$ cat config.mk
export PLATFORM = sky130hd
export DESIGN_NAME = mypipe_stream
export DESIGN_NICKNAME = d
export VERILOG_FILES = /design/src/rtl/mypipe_stream.sv
export SDC_FILE = /design/constraint.sdc
export NUM_CORES = 1
export LEC_CHECK = 0
export BUFFER_PORTS_ARGS = -buffer_cell sky130_fd_sc_hd__buf_4
export CAP_MARGIN = 20
export CORE_AREA = 8 8 187 189
export DETAILED_ROUTE_END_ITERATION = 6
export DIE_AREA = 0 0 195 197
export PLACE_DENSITY = 0.5
export SLEW_MARGIN = 5
export SYNTH_ARGS = -nofsm -noshare
export SYNTH_HDL_FRONTEND = slang
export SYNTH_SLANG_ARGS = --single-unit
export TNS_END_PERCENT = 30
$ cat constraint.sdc
create_clock -name clk -period 5.1 [get_ports clk]
set_clock_uncertainty 0.15 [all_clocks]
set_input_delay 0.255 -clock clk [delete_from_list [all_inputs] [get_ports clk]]
set_output_delay 0.255 -clock clk [all_outputs]
set_load 0.01 [all_outputs]
$ cat src/rtl/mypipe_stream.sv
// Three-stage elastic pipe computing F = ((A+B)+(C-D))*D.
// Each stage is a valid/ready register slice; ready ripples back combinationally.
module mypipe_stream #(
  parameter int N = 10,
  parameter bit SIGNED = 1'b0,
  localparam int OW = 2*N+4
) (
  input  logic          clk,
  input  logic          rst_n,
  input  logic          in_valid,
  output logic          in_ready,
  input  logic [N-1:0]  A,
  input  logic [N-1:0]  B,
  input  logic [N-1:0]  C,
  input  logic [N-1:0]  D,
  output logic          out_valid,
  input  logic          out_ready,
  output logic [OW-1:0] F,
  output logic [1:0]    count
);

  logic          v1, v2, v3;
  logic          ready2, ready3;
  logic [N+1:0]  s1a, s1b;
  logic [N:0]    d1, d2;
  logic [N+2:0]  s2;
  logic [OW-1:0] f_q;
  logic [N:0]    ax, bx, cx, dx;
  logic [OW-1:0] px, py;

  function automatic logic [N:0] ext(input logic [N-1:0] x);
    return SIGNED ? {x[N-1], x} : {1'b0, x};
  endfunction

  assign ax = ext(A);
  assign bx = ext(B);
  assign cx = ext(C);
  assign dx = ext(D);

  assign ready3   = !v3 || out_ready;
  assign ready2   = !v2 || ready3;
  assign in_ready = !v1 || ready2;

  // Operands are sign-extended to OW; the low OW bits of the product are exact.
  assign px = {{(OW-N-3){s2[N+2]}}, s2};
  assign py = {{(OW-N-1){d2[N]}}, d2};

  always_ff @(posedge clk or negedge rst_n) begin
    if (!rst_n) begin
      v1  <= 1'b0;
      s1a <= '0;
      s1b <= '0;
      d1  <= '0;
    end else if (in_ready) begin
      v1 <= in_valid;
      if (in_valid) begin
        s1a <= {ax[N], ax} + {bx[N], bx};
        s1b <= {cx[N], cx} - {dx[N], dx};
        d1  <= dx;
      end
    end
  end

  always_ff @(posedge clk or negedge rst_n) begin
    if (!rst_n) begin
      v2 <= 1'b0;
      s2 <= '0;
      d2 <= '0;
    end else if (ready2) begin
      v2 <= v1;
      if (v1) begin
        s2 <= {s1a[N+1], s1a} + {s1b[N+1], s1b};
        d2 <= d1;
      end
    end
  end

  always_ff @(posedge clk or negedge rst_n) begin
    if (!rst_n) begin
      v3  <= 1'b0;
      f_q <= '0;
    end else if (ready3) begin
      v3 <= v2;
      if (v2) f_q <= px * py;
    end
  end

  assign out_valid = v3;
  assign F         = f_q;
  assign count     = {1'b0, v1} + {1'b0, v2} + {1'b0, v3};

endmodule

==> impl_results.md, run 1 <==
- Post-synth EDFFs: 0
- Iteration-0 DRC count of the detailed router: 330
- Drt pass-1 iters: 4
- Layout cells sized above 1: between 20% and 30%
- WP data arrival: slightly above 5 ns
- Worst Hold End: v1
- Top-area cell type share of the netlist area: 26.4%
- Synth unique cells: between 50 and 60
- Synthesized cell area: about 9500 µm²
- TritonCTS Sinks: 82
- Area after DPL: between 10000 and 15000 µm²
- Overflow after GRT: 0
- R2R Setup Slk: -0.002 ns
- Run status: finished, violations left
- DRT antenna net count: 0
- TritonCTS clock tree: built
- Most frequent cells in the layout: 186 x inv_1, 177 x buf_4, 128 x nand2_1, 121 x fa_1, 77 x ha_1
- Site Rows: between 60 and 70
- RD Place Congestion: around 0.83
- Flops & latches, synth: 82
- First-pass GRT wire length: ~38 mm
- Die Ht: 197 µm
- Syn_nets: 1280
- Async SR Flop Fraction: 100%
- Most common cell after layout, fill and taps aside: inv_1
- Final Max Tran Viols: 0
- Fmax achieved: between 150 and 200 MHz
- CP Launch Type: flop
- Setup crit end kind: flop
- CP max FO: 4
- Die area: between 30000 and 40000 µm²
- Worst Hold Class: in -> reg
- Post-DP HPWL: roughly 18 mm
- Core area: around 32000 µm²
- Crit-path most repeated cell: fa_1
- Final hold vios: 0
- Antenna Cells: 0
- Area delta synth->final: 25.5%
- TritonCTS Buffers: 9
- Cells on Worst Hold Path: 2
- Cell count after synthesis: ~1000
- Ys Warns: 0
- Worst-skew pair later-pin latency: 0.36 ns
- Max-cap violation count: 0
- Worst path bufs/invs: 4
- Clock root buffer: clkbuf_16
- Drt total wl: around 23 mm
- Initial core utilization: between 20% and 30%
- Hold path startpoint: in_valid
- RSZ-0062 raised after global routing: yes
- Final setup vio count: 1
- Critical path's slowest cell: fa_1
- Final nets: approximately 1400
- Clock tree buffer depth: 2
- Cell breakdown of the critical path: buf_6 -> buf_6 -> and2_4 -> fa_1 -> fa_1 -> fa_1 -> fa_1 -> fa_1 -> ha_4 -> buf_6 -> nand2_4 -> nor3_4 -> a31oi_4 -> buf_6 -> o31ai_4 -> xnor2_1 -> mux2_2
- CTS clk-pin slew, worst paths: around 0.080 ns
- WL per Instance: around 14 µm
- Count of port buffers added during placement: 71
- Synth Flop Type: dfrtp_1
- Worst R2R Path Depth: 17
- TNS Setup: -0.00238 ns
- WS Path Type: reg -> reg
- # H-tree levels: 3
- Setup WS post-layout: -0.00238 ns
- Tmin final: between 5 and 6 ns
- Tightest Pin Transition: approximately 0.66 ns
- Max_slew headroom: between 50% and 60%
- Seq/Total Area, Yosys: 21.6%
- Area contributors post-synth: fa_1 26%, dfrtp_1 22%, ha_1 11%
- Terminus of the critical flop-to-flop path: F[18]
- Largest net degree at the start of global routing: slightly below 60
- Final Util: around 37%
- Via count: approximately 7200
- Failing checks: negative setup slack
- CP required: 5.19 ns
- Vias in the first global route: 7512
- IO Count: between 70 and 80
- Die W: roughly 200 µm
- Leading area contributor after synthesis: fa_1
- Average cell area after synthesis: between 9 and 10 µm²
- GRT Total Usage: 11.9%
- Fin crit share: 100%
- CP delay by family, top: adder cells
- R2R Path Start: s2[4]
- Finished Cell Area: approximately 12000 µm²
- Max stage delay on crit path: roughly 0.57 ns
- Initial antenna violation count: 0
- Routed vias/inst: between 4 and 5
- DR DRC count: 0
-- synthesized netlist by cell type (all sizes together), types with 3 or more instances --
cell type  number
a41o            4
clkbuf         31
o21a           11
and2           73
o31ai          13
nor3           10
o21ai          69
a21boi          3
ha             87
and3            3
buf             6
a21oi          24
nand3           5
a31oi           5
nand2         133
nand2b         10
mux2           20
dfrtp          82
a211oi          8
inv           188
nor2           33
fa            125
xor2           18
nor2b           6
xnor2          18
a21o           11
-- sequential cells by signal, summed over array words and instances (netlist names) --
signal	flops
v1	1
s1a	11
d1	10
s1b	11
out_valid	1
v2	1
d2	10
s2	13
F	24
-- routing by layer --
| layer | up-vias | global-route usage [%] | part of all wire, % |
|---|---|---|---|
| met5 | - | 0 | 0 |
| met4 | 0 | 3.12 | 1.1 |
| met3 | 13 | 1.57 | 2.9 |
| met2 | 88 | 20.7 | 49 |
| met1 | 3477 | 15.6 | 47 |
| li1 | 3578 | - | - |
-- cells by family after synthesis --
| logic type | count (synthesis) | synth area share (%) |
|---|---|---|
| compound gates | 166 | 11.6 |
| xor+xnor | 36 | 3.32 |
| fa+ha+maj | 212 | 37.9 |
| buf+inv | 225 | 8.94 |
| flops | 82 | 21.6 |
| mux | 22 | 2.59 |
| simple gates | 281 | 14.1 |
-- how the worst max path moves through the flow --
stage | start | endpoint | slack (ns) | depth (start not counted)
finish | s2[4] | F[18] | -0.002 | 17
global route | d2[6] | F[22] | -0.17 | 18
CTS | s2[12] | F[22] | -0.03 | 17
detailed placement | d2[4] | F[22] | -0.23 | 17
global placement | d2[3] | F[21] | -0.14 | 16
floorplan | d2[5] | F[21] | -0.01 | 18
-- worst register-to-register path: stages, from the launching register on --
cell and delay, ns:
dfrtp_1 0.40, buf_6 0.14, buf_6 0.11, and2_4 0.13, fa_1 0.54, fa_1 0.43
fa_1 0.50, fa_1 0.57, fa_1 0.45, ha_4 0.31, buf_6 0.10, nand2_4 0.05
nor3_4 0.25, a31oi_4 0.17, buf_6 0.16, o31ai_4 0.17, xnor2_1 0.10, mux2_2 0.26
-- through the flow --
stage / hold slack, ns / std cells / worst slack (ns)
2_1_floorplan: -0.191 / 1024 / -0.0106
3_3_place_gp: 0.106 / 1552 / -0.143
3_5_place_dp: 0.111 / 1553 / -0.232
4_1_cts: 0.0184 / 1583 / -0.0303
5_1_grt: 0.0282 / 1600 / -0.169
6_report: 0.0269 / 1600 / -0.00238
-- layout make-up --
cell class | count | area [µm²]
Fill cell | 3295 | 20100
Clock inverter | 7 | 81.3
Multi-Input combinational cell | 717 | 6840
Sequential cell | 82 | 2060
Clock buffer | 9 | 225
Timing Repair Buffer | 189 | 1480
Tap cell | 408 | 510
Inverter | 188 | 706
-- timing repair --
| action | in CTS | in global routing |
|---|---|---|
| hold buffers | 2 | 0 |
| pin swaps | 16 | 43 |
| setup endpoints to repair | 9 | 11 |
| gates resized for setup | 26 | 45 |
| endpoints found under the hold margin | 36 | 0 |
| gates cloned | 0 | 1 |
| buffers inserted | 12 | 16 |
Power of run 1 is not shown: default switching activity piles up to over one toggle a cycle in this logic, so the estimate is an artifact.
==> run 2, diff against run 1 <==
--- a/config.mk
+++ b/config.mk
@@ -7,10 +7,10 @@
 export LEC_CHECK = 0
 export BUFFER_PORTS_ARGS = -buffer_cell sky130_fd_sc_hd__buf_4
 export CAP_MARGIN = 20
-export CORE_AREA = 8 8 187 189
+export CORE_AREA = 8 8 222 160
 export DETAILED_ROUTE_END_ITERATION = 6
-export DIE_AREA = 0 0 195 197
-export PLACE_DENSITY = 0.5
+export DIE_AREA = 0 0 230 168
+export PLACE_DENSITY = 0.48
 export SLEW_MARGIN = 5
 export SYNTH_ARGS = -nofsm -noshare
 export SYNTH_HDL_FRONTEND = slang
==> constraint.sdc (replaced) <==
create_clock -name clk -period 5.95 [get_ports clk]
set_clock_uncertainty 0.15 [all_clocks]
set_input_delay 0.2975 -clock clk [delete_from_list [all_inputs] [get_ports clk]]
set_output_delay 0.2975 -clock clk [all_outputs]
set_load 0.01 [all_outputs]
==> run 2 against run 1 <==
The run now ends clean; sequential share of layout area increased by 1.7 points; final cell count decreased by 5.4%; first-iteration DRC count increased by 4.8%; core utilization decreased by 3.3 points; setup slack improved by 0.38 ns; final area decreased by 9.3%.
==> impl_results.md, run 2 (synthesis gave the netlist of run 1 again) <==
- Fmax achieved: between 150 and 200 MHz
- CP endpoint: F[21]
- Most frequent cells in the layout: 188 x inv_1, 132 x nand2_1, 125 x fa_1, 87 x ha_1, 82 x buf_4
- Fin crit share: between 90% and 100%
- Cell breakdown of the critical path: and2_1 -> fa_1 -> inv_1 -> fa_1 -> inv_1 -> fa_1 -> fa_1 -> inv_1 -> fa_1 -> inv_1 -> ha_1 -> a2111oi_1 -> a211oi_1 -> o21ai_2 -> a31oi_4 -> a41oi_1 -> xor2_1 -> o21ai_1
- R2R Path Start: d2[5]
- Vias in the first global route: ~7000
- Drt total wl: roughly 22 mm
- Drt pass-1 iters: 4
- Met1 global-route usage: ~16%
- Iteration-0 DRC count of the detailed router: 346
- Most common cell after layout, fill and taps aside: inv_1
- First-pass GRT wire length: 36.1 mm
- Crit-path most repeated cell: fa_1
- CTS clk-pin slew, worst paths: roughly 0.070 ns
- DR DRC count: 0
- RD Place Congestion: 0.787
- Die W: about 230 µm
- Die area: 38600 µm²
- Terminus of the critical flop-to-flop path: F[21]
- Largest net degree at the start of global routing: between 60 and 70
- Clock root buffer: clkbuf_16
- Max FFs per register: 24
- Worst Setup SP: d2[5]
- CP Launch Type: flop
- Max-cap violation count: 0
- Tmin final: ~5.6 ns
- Core area: 31900 µm²
- Final nets: 1337
- Global routing usage on met3: under 10%
- TNS Setup: 0 ns
- Worst Hold Class: in -> reg
- Initial core utilization: just under 30%
- # H-tree levels: 3
- Critical path's slowest cell: dfrtp_1
- Antenna Cells: 0
- WL per Instance: between 10 and 15 µm
- IO Count: 72
- Final hold vios: 0
- Finished Cell Area: around 11000 µm²
- Via count: around 6800
- Max_slew headroom: a little over two fifths
- CP required: ~6.0 ns
- Routed vias/inst: around 4.5
- Area delta synth->final: 13.9%
- RSZ-0062 raised after global routing: no
- Overflow after GRT: 0
- GRT Total Usage: 11.5%
- Worst-skew pair later-pin latency: 0.36 ns
- Worst R2R Path Depth: 18
- Tightest Pin Transition: around 0.87 ns
- Setup crit end kind: flop
- Clock tree buffer depth: 2
- Final setup vio count: 0
- GR Layer Usage met2: about 18%
- Run status: finished clean
- Max stage delay on crit path: around 0.55 ns
- Die Ht: roughly 170 µm
- Area after DPL: roughly 10000 µm²
- WP data arrival: 5.64 ns
- Post-DP HPWL: 17.6 mm
- CP max FO: 14
- Initial antenna violation count: 0
- TritonCTS Sinks: 82
- Site Rows: 55
- TritonCTS Buffers: 9
- GR peak layer: met2
- R2R Setup Slk: about 0.38 ns
- TritonCTS clock tree: built
- WS Path Type: reg -> reg
- DRT antenna net count: 0
- Count of port buffers added during placement: slightly above 70
- Layout cells sized above 1: roughly an eighth
- Final Max Tran Viols: 0
-- run 2: area by class of cell --
| cell class | instances | area, µm² |
|---|---|---|
| fillers | 3343 | 21100 |
| multi-input cells | 717 | 6590 |
| flip-flops and latches | 82 | 2050 |
| inverters | 188 | 706 |
| repair buffers | 83 | 626 |
| well taps | 427 | 534 |
| clock buffers | 11 | 233 |
| clock inverters | 5 | 63.8 |
-- run 2: worst min-delay path by stage --
stage                      from    end  cells after the start
after floorplan           rst_n   F[0]                      0
after global placement    rst_n   F[5]                      1
after detailed placement  rst_n   F[4]                      1
after CTS                  D[0]  d1[0]                      2
after global routing       D[0]  d1[0]                      2
final                      D[0]  d1[0]                      2
-- run 2: worst max-delay path: cells and delay by family, from the launching register on --
kind | cells | cell delay (ns)
simple gates | 1 | 0.24
flops | 1 | 0.55
fa+ha+maj | 6 | 2.94
buf+inv | 4 | 0.20
compound gates | 6 | 1.15
xor+xnor | 1 | 0.17
-- run 2: through the flow --
stage / setup slack (ns) / utilization (%) / instances / hold WS [ns]
finish: 0.381 / 33.8 / 1513 / 0.0437
global route: 0.0404 / 33.8 / 1513 / 0.0374
CTS: 0.272 / 33.8 / 1513 / 0.0352
detailed placement: 0.274 / 32.9 / 1496 / 0.0660
global placement: 0.469 / 32.9 / 1496 / 0.0638
floorplan: 0.616 / - / 1024 / -0.148
-- run 2: repair_timing --
action	4_1_cts	5_1_grt
endpoints found under the setup margin	0	2
hold endpoints to repair	21	0
hold buffers	1	0
buffers inserted	0	0
gates resized for setup	0	2
-- run 2: layer usage --
| metal | wire length (µm) | vias to the layer above | part of all wire [%] |
|---|---|---|---|
| met5 | 0 | - | 0 |
| met3 | 561 | 18 | 2.6 |
| met1 | 10800 | 3404 | 50 |
| met2 | 9910 | 66 | 46 |
| li1 | - | 3354 | - |
| met4 | 262 | 0 | 1.2 |
Power of run 2 is left out for the same reason.
